===== src/rtl/imm_encoder_pkg.sv =====
// Shared encodings for the RV32I immediate encoder. The ExtOp values match the
// decode-side immediate generator so the two can be driven from the same field.
package imm_encoder_pkg;

  typedef enum logic [2:0] {
    EXT_I = 3'b000,
    EXT_U = 3'b001,
    EXT_S = 3'b010,
    EXT_B = 3'b011,
    EXT_J = 3'b100,
    EXT_R = 3'b101
  } extOp_t;

  typedef enum logic [1:0] {
    ERR_OK    = 2'b00,
    ERR_RANGE = 2'b01,
    ERR_ALIGN = 2'b10,
    ERR_OP    = 2'b11
  } err_t;

  localparam int INSTR_W = 32;

endpackage


===== src/rtl/imm_range_check.sv =====
// Combinational legality check of an immediate against its instruction format.
// Priority is illegal ExtOp, then range, then misalignment.
module imm_range_check
  import imm_encoder_pkg::*;
(
  input  logic        [2:0]  extOp,
  input  logic signed [31:0] imm,
  output err_t               err
);

  logic fits12;
  logic fits13;
  logic fits21;
  logic lowZero;

  // A value fits an N-bit signed field when every bit above the field's sign bit copies it.
  assign fits12  = (&imm[31:11]) | ~(|imm[31:11]);
  assign fits13  = (&imm[31:12]) | ~(|imm[31:12]);
  assign fits21  = (&imm[31:20]) | ~(|imm[31:20]);
  assign lowZero = ~(|imm[11:0]);

  always_comb begin
    err = ERR_OK;
    case (extOp)
      EXT_I, EXT_S: if (!fits12) err = ERR_RANGE;
      EXT_U:        if (!lowZero) err = ERR_RANGE;
      EXT_B: begin
        if (!fits13)     err = ERR_RANGE;
        else if (imm[0]) err = ERR_ALIGN;
      end
      EXT_J: begin
        if (!fits21)     err = ERR_RANGE;
        else if (imm[0]) err = ERR_ALIGN;
      end
      EXT_R:   err = ERR_OK;
      default: err = ERR_OP;
    endcase
  end

endmodule


===== src/rtl/imm_encoder.sv =====
// Two-stage RV32I instruction packer: stage 1 registers fields and the range
// verdict, stage 2 assembles the word; saturating counters track delivered words.
module imm_encoder
  import imm_encoder_pkg::*;
#(
  parameter int CNT_W = 16
) (
  input  logic               clk,
  input  logic               rst,
  input  logic               in_valid,
  output logic               in_ready,
  input  logic [2:0]         ExtOp,
  input  logic [31:0]        imm,
  input  logic [6:0]         opcode,
  input  logic [4:0]         rd,
  input  logic [4:0]         rs1,
  input  logic [4:0]         rs2,
  input  logic [2:0]         funct3,
  input  logic [6:0]         funct7,
  output logic               out_valid,
  input  logic               out_ready,
  output logic [31:0]        instr,
  output logic [1:0]         err,
  output logic [CNT_W-1:0]   cnt_ok,
  output logic [CNT_W-1:0]   cnt_err
);

  function automatic logic [CNT_W-1:0] satInc(input logic [CNT_W-1:0] c);
    return (&c) ? c : c + {{(CNT_W-1){1'b0}}, 1'b1};
  endfunction

  logic adv1;
  logic adv2;

  logic                     vld_p1;
  logic        [2:0]        extOp_p1;
  logic signed [31:0]       imm_p1;
  logic        [6:0]        opcode_p1;
  logic        [4:0]        rd_p1;
  logic        [4:0]        rs1_p1;
  logic        [4:0]        rs2_p1;
  logic        [2:0]        funct3_p1;
  logic        [6:0]        funct7_p1;
  err_t                     err_p1;

  logic                     vld_p2;
  logic [INSTR_W-1:0]       instr_p2;
  err_t                     err_p2;
  logic [CNT_W-1:0]         cntOk;
  logic [CNT_W-1:0]         cntErr;

  err_t                     rangeErr;
  logic [INSTR_W-1:0]       packed_p1;

  assign adv2     = !vld_p2 || out_ready;
  assign adv1     = !vld_p1 || adv2;
  assign in_ready = adv1;

  imm_range_check uRangeCheck (
    .extOp (ExtOp),
    .imm   (imm),
    .err   (rangeErr)
  );

  // ---- stage 1: capture fields and legality verdict ----
  always_ff @(posedge clk) begin
    if (rst)       vld_p1 <= 1'b0;
    else if (adv1) vld_p1 <= in_valid;
  end

  always_ff @(posedge clk) begin
    if (adv1 && in_valid) begin
      extOp_p1  <= ExtOp;
      imm_p1    <= imm;
      opcode_p1 <= opcode;
      rd_p1     <= rd;
      rs1_p1    <= rs1;
      rs2_p1    <= rs2;
      funct3_p1 <= funct3;
      funct7_p1 <= funct7;
      err_p1    <= rangeErr;
    end
  end

  // Packing uses the truncated immediate even when err flags it, so a bad
  // request still shows which bits would have landed in the word.
  always_comb begin
    packed_p1 = '0;
    case (extOp_p1)
      EXT_I: packed_p1 = {imm_p1[11:0], rs1_p1, funct3_p1, rd_p1, opcode_p1};
      EXT_U: packed_p1 = {imm_p1[31:12], rd_p1, opcode_p1};
      EXT_S: packed_p1 = {imm_p1[11:5], rs2_p1, rs1_p1, funct3_p1, imm_p1[4:0], opcode_p1};
      EXT_B: packed_p1 = {imm_p1[12], imm_p1[10:5], rs2_p1, rs1_p1, funct3_p1,
                          imm_p1[4:1], imm_p1[11], opcode_p1};
      EXT_J: packed_p1 = {imm_p1[20], imm_p1[10:1], imm_p1[11], imm_p1[19:12], rd_p1, opcode_p1};
      EXT_R: packed_p1 = {funct7_p1, rs2_p1, rs1_p1, funct3_p1, rd_p1, opcode_p1};
      default: packed_p1 = '0;
    endcase
  end

  // ---- stage 2: output register and statistics ----
  always_ff @(posedge clk) begin
    if (rst) begin
      vld_p2   <= 1'b0;
      instr_p2 <= '0;
      err_p2   <= ERR_OK;
    end else if (adv2) begin
      vld_p2 <= vld_p1;
      if (vld_p1) begin
        instr_p2 <= packed_p1;
        err_p2   <= err_p1;
      end
    end
  end

  always_ff @(posedge clk) begin
    if (rst) begin
      cntOk  <= '0;
      cntErr <= '0;
    end else if (vld_p2 && out_ready) begin
      if (err_p2 == ERR_OK) cntOk  <= satInc(cntOk);
      else                  cntErr <= satInc(cntErr);
    end
  end

  assign out_valid = vld_p2;
  assign instr     = instr_p2;
  assign err       = err_p2;
  assign cnt_ok    = cntOk;
  assign cnt_err   = cntErr;

endmodule


===== config.mk =====
export PLATFORM = sky130hd
export DESIGN_NAME = imm_encoder
export DESIGN_NICKNAME = d
export VERILOG_FILES = /design/src/rtl/imm_encoder_pkg.sv /design/src/rtl/imm_range_check.sv /design/src/rtl/imm_encoder.sv
export SDC_FILE = /design/constraint.sdc
export NUM_CORES = 1
export LEC_CHECK = 0
export ABC_AREA = 1
export CORE_MARGIN = 2
export CORE_UTILIZATION = 30
export DETAILED_ROUTE_END_ITERATION = 7
export PLACE_DENSITY = 0.55
export SYNTH_ARGS = -nofsm -noshare
export SYNTH_HDL_FRONTEND = slang
export SYNTH_SLANG_ARGS = --single-unit

===== constraint.sdc =====
create_clock -name clk -period 2.7 [get_ports clk]
set_clock_uncertainty 0.1 [all_clocks]
set_input_delay 0.405 -clock clk [delete_from_list [all_inputs] [get_ports clk]]
set_output_delay 0.405 -clock clk [all_outputs]
set_load 0.02 [all_outputs]

* After elaboration in Yosys (flattened, before gate mapping)
Index checks and enable logic that the tools add are counted.
Operators by class: $add $sub $neg 2, equal/unequal tests 10, mux-type cells 7, bitwise operators 9, reductions and logical operators 22
Operator list (count):
- 32-bit one-hot mux with 6 select lines | 1
- 16-bit by 1-bit adder with 16-bit output, second input constant | 2
- 16-bit AND reduction | 2
- 12-bit OR reduction | 2
- 21-bit AND reduction | 1
- 21-bit OR reduction | 1
- 20-bit AND reduction | 1
- 20-bit OR reduction | 1
- 3-bit by 2-bit == test with 1-bit output, second input constant | 4
- 3-bit == test, second input constant | 4
- 12-bit AND reduction | 1
- 2-bit one-hot mux with 5 select lines | 1
- 3-bit by 1-bit == test with 1-bit output, second input constant | 2
- 3-bit logical NOT | 2
- 2-bit two-way mux | 3
- 1-bit inverter | 6
- 3-bit AND reduction | 2
- 1-bit bitwise OR | 3
- 1-bit logical AND | 2
- 1-bit logical NOT | 2
- 2-bit logical NOT | 1
- 1-bit logical OR | 2
- 1-bit two-way mux | 2
- 2-bit AND reduction | 1
- 2-bit OR reduction | 1
Word-level totals: register bits after elaboration 137, input bits 71, output and inout port bits 68, logic and storage cells 65

* Logic depth before layout (Yosys ltp)
Gate-level depths: netlist of run 1.
depth in word-level cells 5, mapped depth 10, gate-level depth less buffers 10

* Cells and area by module
From an unflattened synthesis of run 1, not the netlist that was laid out.
Second synthesis, totals: cell total of the unflattened synthesis 712, area total of the unflattened synthesis 6083.3 µm²
Modules (own cells, without submodules):
- imm_encoder | instances 1, cells an instance 633, area each 5746.8 µm²
- imm_range_check | instances 1, cells an instance 79, area each 336.6 µm²

* Least setup slack after synthesis of run 1
OpenSTA, ideal clock, no wires.
path kind register to register, from register vld_p2 (netlist: out_valid), to register err_p1[0] (enable), data arrival time 2.144 ns, path slack 0.033 ns, stages on the path, launching flop included 4, cells stage by stage dfxtp_1 nand3_1 nand2_1 inv_1
On the way: word-level cells in the longest chain between the ends 4
RTL lines:
- start: declaration | RTL line imm_encoder.sv:46 | logic vld_p2;
- start signal: assignment | RTL line imm_encoder.sv:108 | vld_p2 <= vld_p1;
- 1-bit logical NOT | RTL line imm_encoder.sv:55 | assign adv2 = !vld_p2 || out_ready;
- 1-bit logical OR | RTL line imm_encoder.sv:55
- 1-bit logical OR | RTL line imm_encoder.sv:56 | assign adv1 = !vld_p1 || adv2;
- named net in_ready | RTL line imm_encoder.sv:11 | output logic in_ready,
- 1-bit logical AND | RTL line imm_encoder.sv:72 | if (adv1 && in_valid) begin
- end signal: assignment | RTL line imm_encoder.sv:81 | err_p1 <= rangeErr;
- end: declaration | RTL line imm_encoder.sv:44 | err_t err_p1;
The timed path passes the listed nets, and every way through them passes these cells. A chain may end at the register's enable or synchronous reset.

* Worst setup path in the final report of run 1
from input out_ready, to output in_ready
On the way: word-level cells in the longest chain between the ends 2
RTL lines:
- start: declaration | RTL line imm_encoder.sv:21 | input logic out_ready,
- 1-bit logical OR | RTL line imm_encoder.sv:55
- 1-bit logical OR | RTL line imm_encoder.sv:56
- end: declaration | RTL line imm_encoder.sv:11
Every way passes these cells.

==> metrics.md, run 1 <==
| Metric | Value |
|---|---|
| Post-synthesis cell area | `6210 um^2` |
| Mapped Cells | `745` |
| Required @ worst endpoint | `2190 ps` |
| Routed Antenna Nets | `0` |
| Peak supply drop | `0.000323 V` |
| Pre-CTS WS | `383 ps` |
| Post-synth top flop | `edfxtp_1` |
| IO Pins | `139` |
| Post-cts resize count | `0` |
| CP endpoint kind | `primary output` |
| Relative slew slack | `57.9%` |
| Total chip power | `5.10 mW` |
| Ratio of cells with drive above 1 in the final layout | `7.79%` |
| Crit-path max FO | `3` |
| First-pass GRT wire length | `26300 um` |
| Max Fclk | `432 MHz` |
| Most frequent cell after synthesis | `nand2_1` |
| Setup TNS Final | `0 ps` |
| Syn_nets | `818` |
| H-tree Lvls | `4` |
| Routed wire length | `16300 um` |
| Reg2reg path depth | `7` |
| Count of final setup violators | `0` |
| Cell Rows | `52` |
| GRT Util Overall | `15.4%` |
| Min-Delay Path Depth | `2` |
| Critical path arrival | `1810 ps` |
| Seq cells post-synth | `137` |
| Number of synthesized flops with an enable pin | `69` |
| Dpl hpwl | `11800 um` |
| Synth Warn # | `0` |
| HP Start | `instr[26]` |
| Crit share post-route | `85.8%` |
| Post-synth top area share | `33.4%` |
| Crit Path Category | `in2out` |
| Die footprint | `21900 um^2` |
| Max-cap violations | `0` |
| Final Worst Setup Slack | `385 ps` |
| Skew-Pair Late Insertion Delay | `420 ps` |
| Design area | `8490 um^2` |
| Launching point of the worst reg2reg path | `cnt_ok[0]` |
| Net Sw Power | `1.23 mW` |
| DRC viols | `0` |
| Power Density | `600 nW/um^2` |
| Slew Viols, Final | `0` |
| CTS buffer count | `17` |
| Final Hold Viols | `0` |
| Die Width | `148 um` |
| Initial core utilization | `30.6%` |
| Placer Congestion | `0.810` |
| Port bufs | `138` |
| # nets final | `959` |
| Synth area leader | `edfxtp_1` |
| Seq pwr share | `45.6%` |
| Largest net degree at the start of global routing | `37` |
| Min cycle time layout | `2320 ps` |
| DRT Pass-1 Iters | `4` |
| Total grt overflow | `0` |
| Clock group share of total power | `45.7%` |
| Post-CTS Repair Setup Buffers | `0` |
| Synth area leaders | `edfxtp_1 33%, dfxtp_1 22%, nand2_1 15%, nor2_1 6.0%, nand3_1 4.4%` |
| Root Buffer | `clkbuf_16` |
| Synth top cells by count | `247 x nand2_1, 99 x nor2_1, 69 x edfxtp_1` |
| Syn avg cell area | `8.34 um^2` |
| Area post-placement | `7900 um^2` |
| CTS tree | `done` |
| Worst min-delay path class | `reg2reg` |
| Seq/Total Area, Yosys | `55.3%` |
| Via count | `5330` |
| Gate power share | `8.7%` |
| RSZ-0062 raised after global routing | `no` |
| Initial antenna violation count | `0` |
| Die Y | `148 um` |
| Leak | `3.07 nW` |
| Worst Tran Pin Value | `631 ps` |
| DR iter-0 viols | `285` |
| CTS Hold Bufs | `0` |
| Worst setup SP type | `input pin` |
| CP startpoint | `out_ready` |
| Vias in the first global route | `4930` |
| Pint | `3.87 mW` |
| Post-synth ARST share | `0%` |
| Area growth from synthesis to layout | `36.7%` |
| DR vias/cell | `4.56` |
| Clock Path Buffers | `2` |
| Switching Fraction | `24.1%` |
| Clk slew on worst S/H paths | `60 ps` |
| Synth cell types | `33` |
| Status | `finished clean` |
| WL/cell | `13.9 um` |
| Ant. Diodes | `0` |
| Core Area | `20300 um^2` |
| Clock Sinks | `137` |
[routing by layer]
layer | vias to the layer above | track usage, % | part of all wire, %
li1 | 2752 | - | -
met1 | 2415 | 21.2 | 47
met3 | 21 | 3.30 | 5.0
met2 | 142 | 24.1 | 47
met5 | - | 0 | 0
met4 | 0 | 5.33 | 1.5
[power by group through the flow]
stage	clock [mW]	sequential [mW]	combinational, mW
5_1_grt	2.49	2.33	0.489
2_1_floorplan	0	2.39	0.172
3_5_place_dp	0	2.37	0.451
4_1_cts	2.39	2.32	0.453
3_3_place_gp	0	2.37	0.451
6_report	2.33	2.32	0.444
[flip-flops by register name (all words and copies together) (netlist names), 7 cells and up]
signal	flops
funct7_p1	7
cnt_ok	16
cnt_err	16
imm_p1	32
instr	32
opcode_p1	7
[layout make-up]
| class | count | area, um^2 |
|---|---|---|
| multi-input cells | 541 | 2500 |
| well taps | 270 | 338 |
| fillers | 2059 | 11800 |
| flip-flops and latches | 137 | 3430 |
| clock buffers | 19 | 433 |
| repair buffers | 145 | 1470 |
| clock inverters | 13 | 159 |
| inverters | 44 | 165 |
[worst max-delay path, cell delays in order]
cell and delay, ps:
clkdlybuf4s50_1 520, inv_1 110, nand3_1 150, clkdlybuf4s50_1 630
[final timing paths]
check	slack (ps)	to
worst max-delay path	380	in_ready
worst min-delay path	360	instr[26]
worst max register to register	760	cnt_ok[15]
worst min register to register	360	instr[26]
[cells by family (layout without fill, tap and decap cells)]
logic type               Yosys count  in the layout  share of synthesized area [%]
AND/OR/NAND/NOR                  445            445                           31.1
XOR/XNOR                           6              6                          0.846
flip-flops                       137            137                           55.3
adder cells (fa/ha/maj)            2              2                          0.403
AO/OA/AOI/OAI                     88             88                           7.79
buffers and inverters             67            221                           4.61
[cell usage in the layout, fill, tap and decap left out, types with 3 or more instances in the layout]
cell type and instances:
nand3b_1 6, clkinv_4 3, nand3_1 54, inv_2 6, o211ai_1 11, clkdlybuf4s50_1 137
dfxtp_1 68, buf_4 4, nor2_1 99, inv_6 4, o21ai_0 22, nand2_2 9
clkbuf_16 17, buf_12 3, edfxtp_1 69, nand4_1 13, inv_1 38, nor2_4 3
nand2_1 247, xor2_1 4, a21oi_1 50, nor2_2 5
[stage by stage]
step / hold WS [ps] / std cells / utilization (%)
after global placement: 353 / 1137 / 38.9
after floorplan: 347 / 745 / -
after global routing: 383 / 1169 / 41.8
after detailed placement: 358 / 1137 / 38.9
after CTS: 365 / 1169 / 41.8
final: 362 / 1169 / 41.8
No activity file was read; power rests on OpenSTA's default activity.
==> run 2, diff against run 1 <==
--- a/config.mk
+++ b/config.mk
@@ -8,6 +8,7 @@
 export ABC_AREA = 1
 export CORE_MARGIN = 2
 export CORE_UTILIZATION = 30
+export CTS_CLUSTER_SIZE = 25
 export DETAILED_ROUTE_END_ITERATION = 7
 export PLACE_DENSITY = 0.55
 export SYNTH_ARGS = -nofsm -noshare
==> results of run 2 <==
No change in the layout: final DEF, timing and power equal those of run 1.
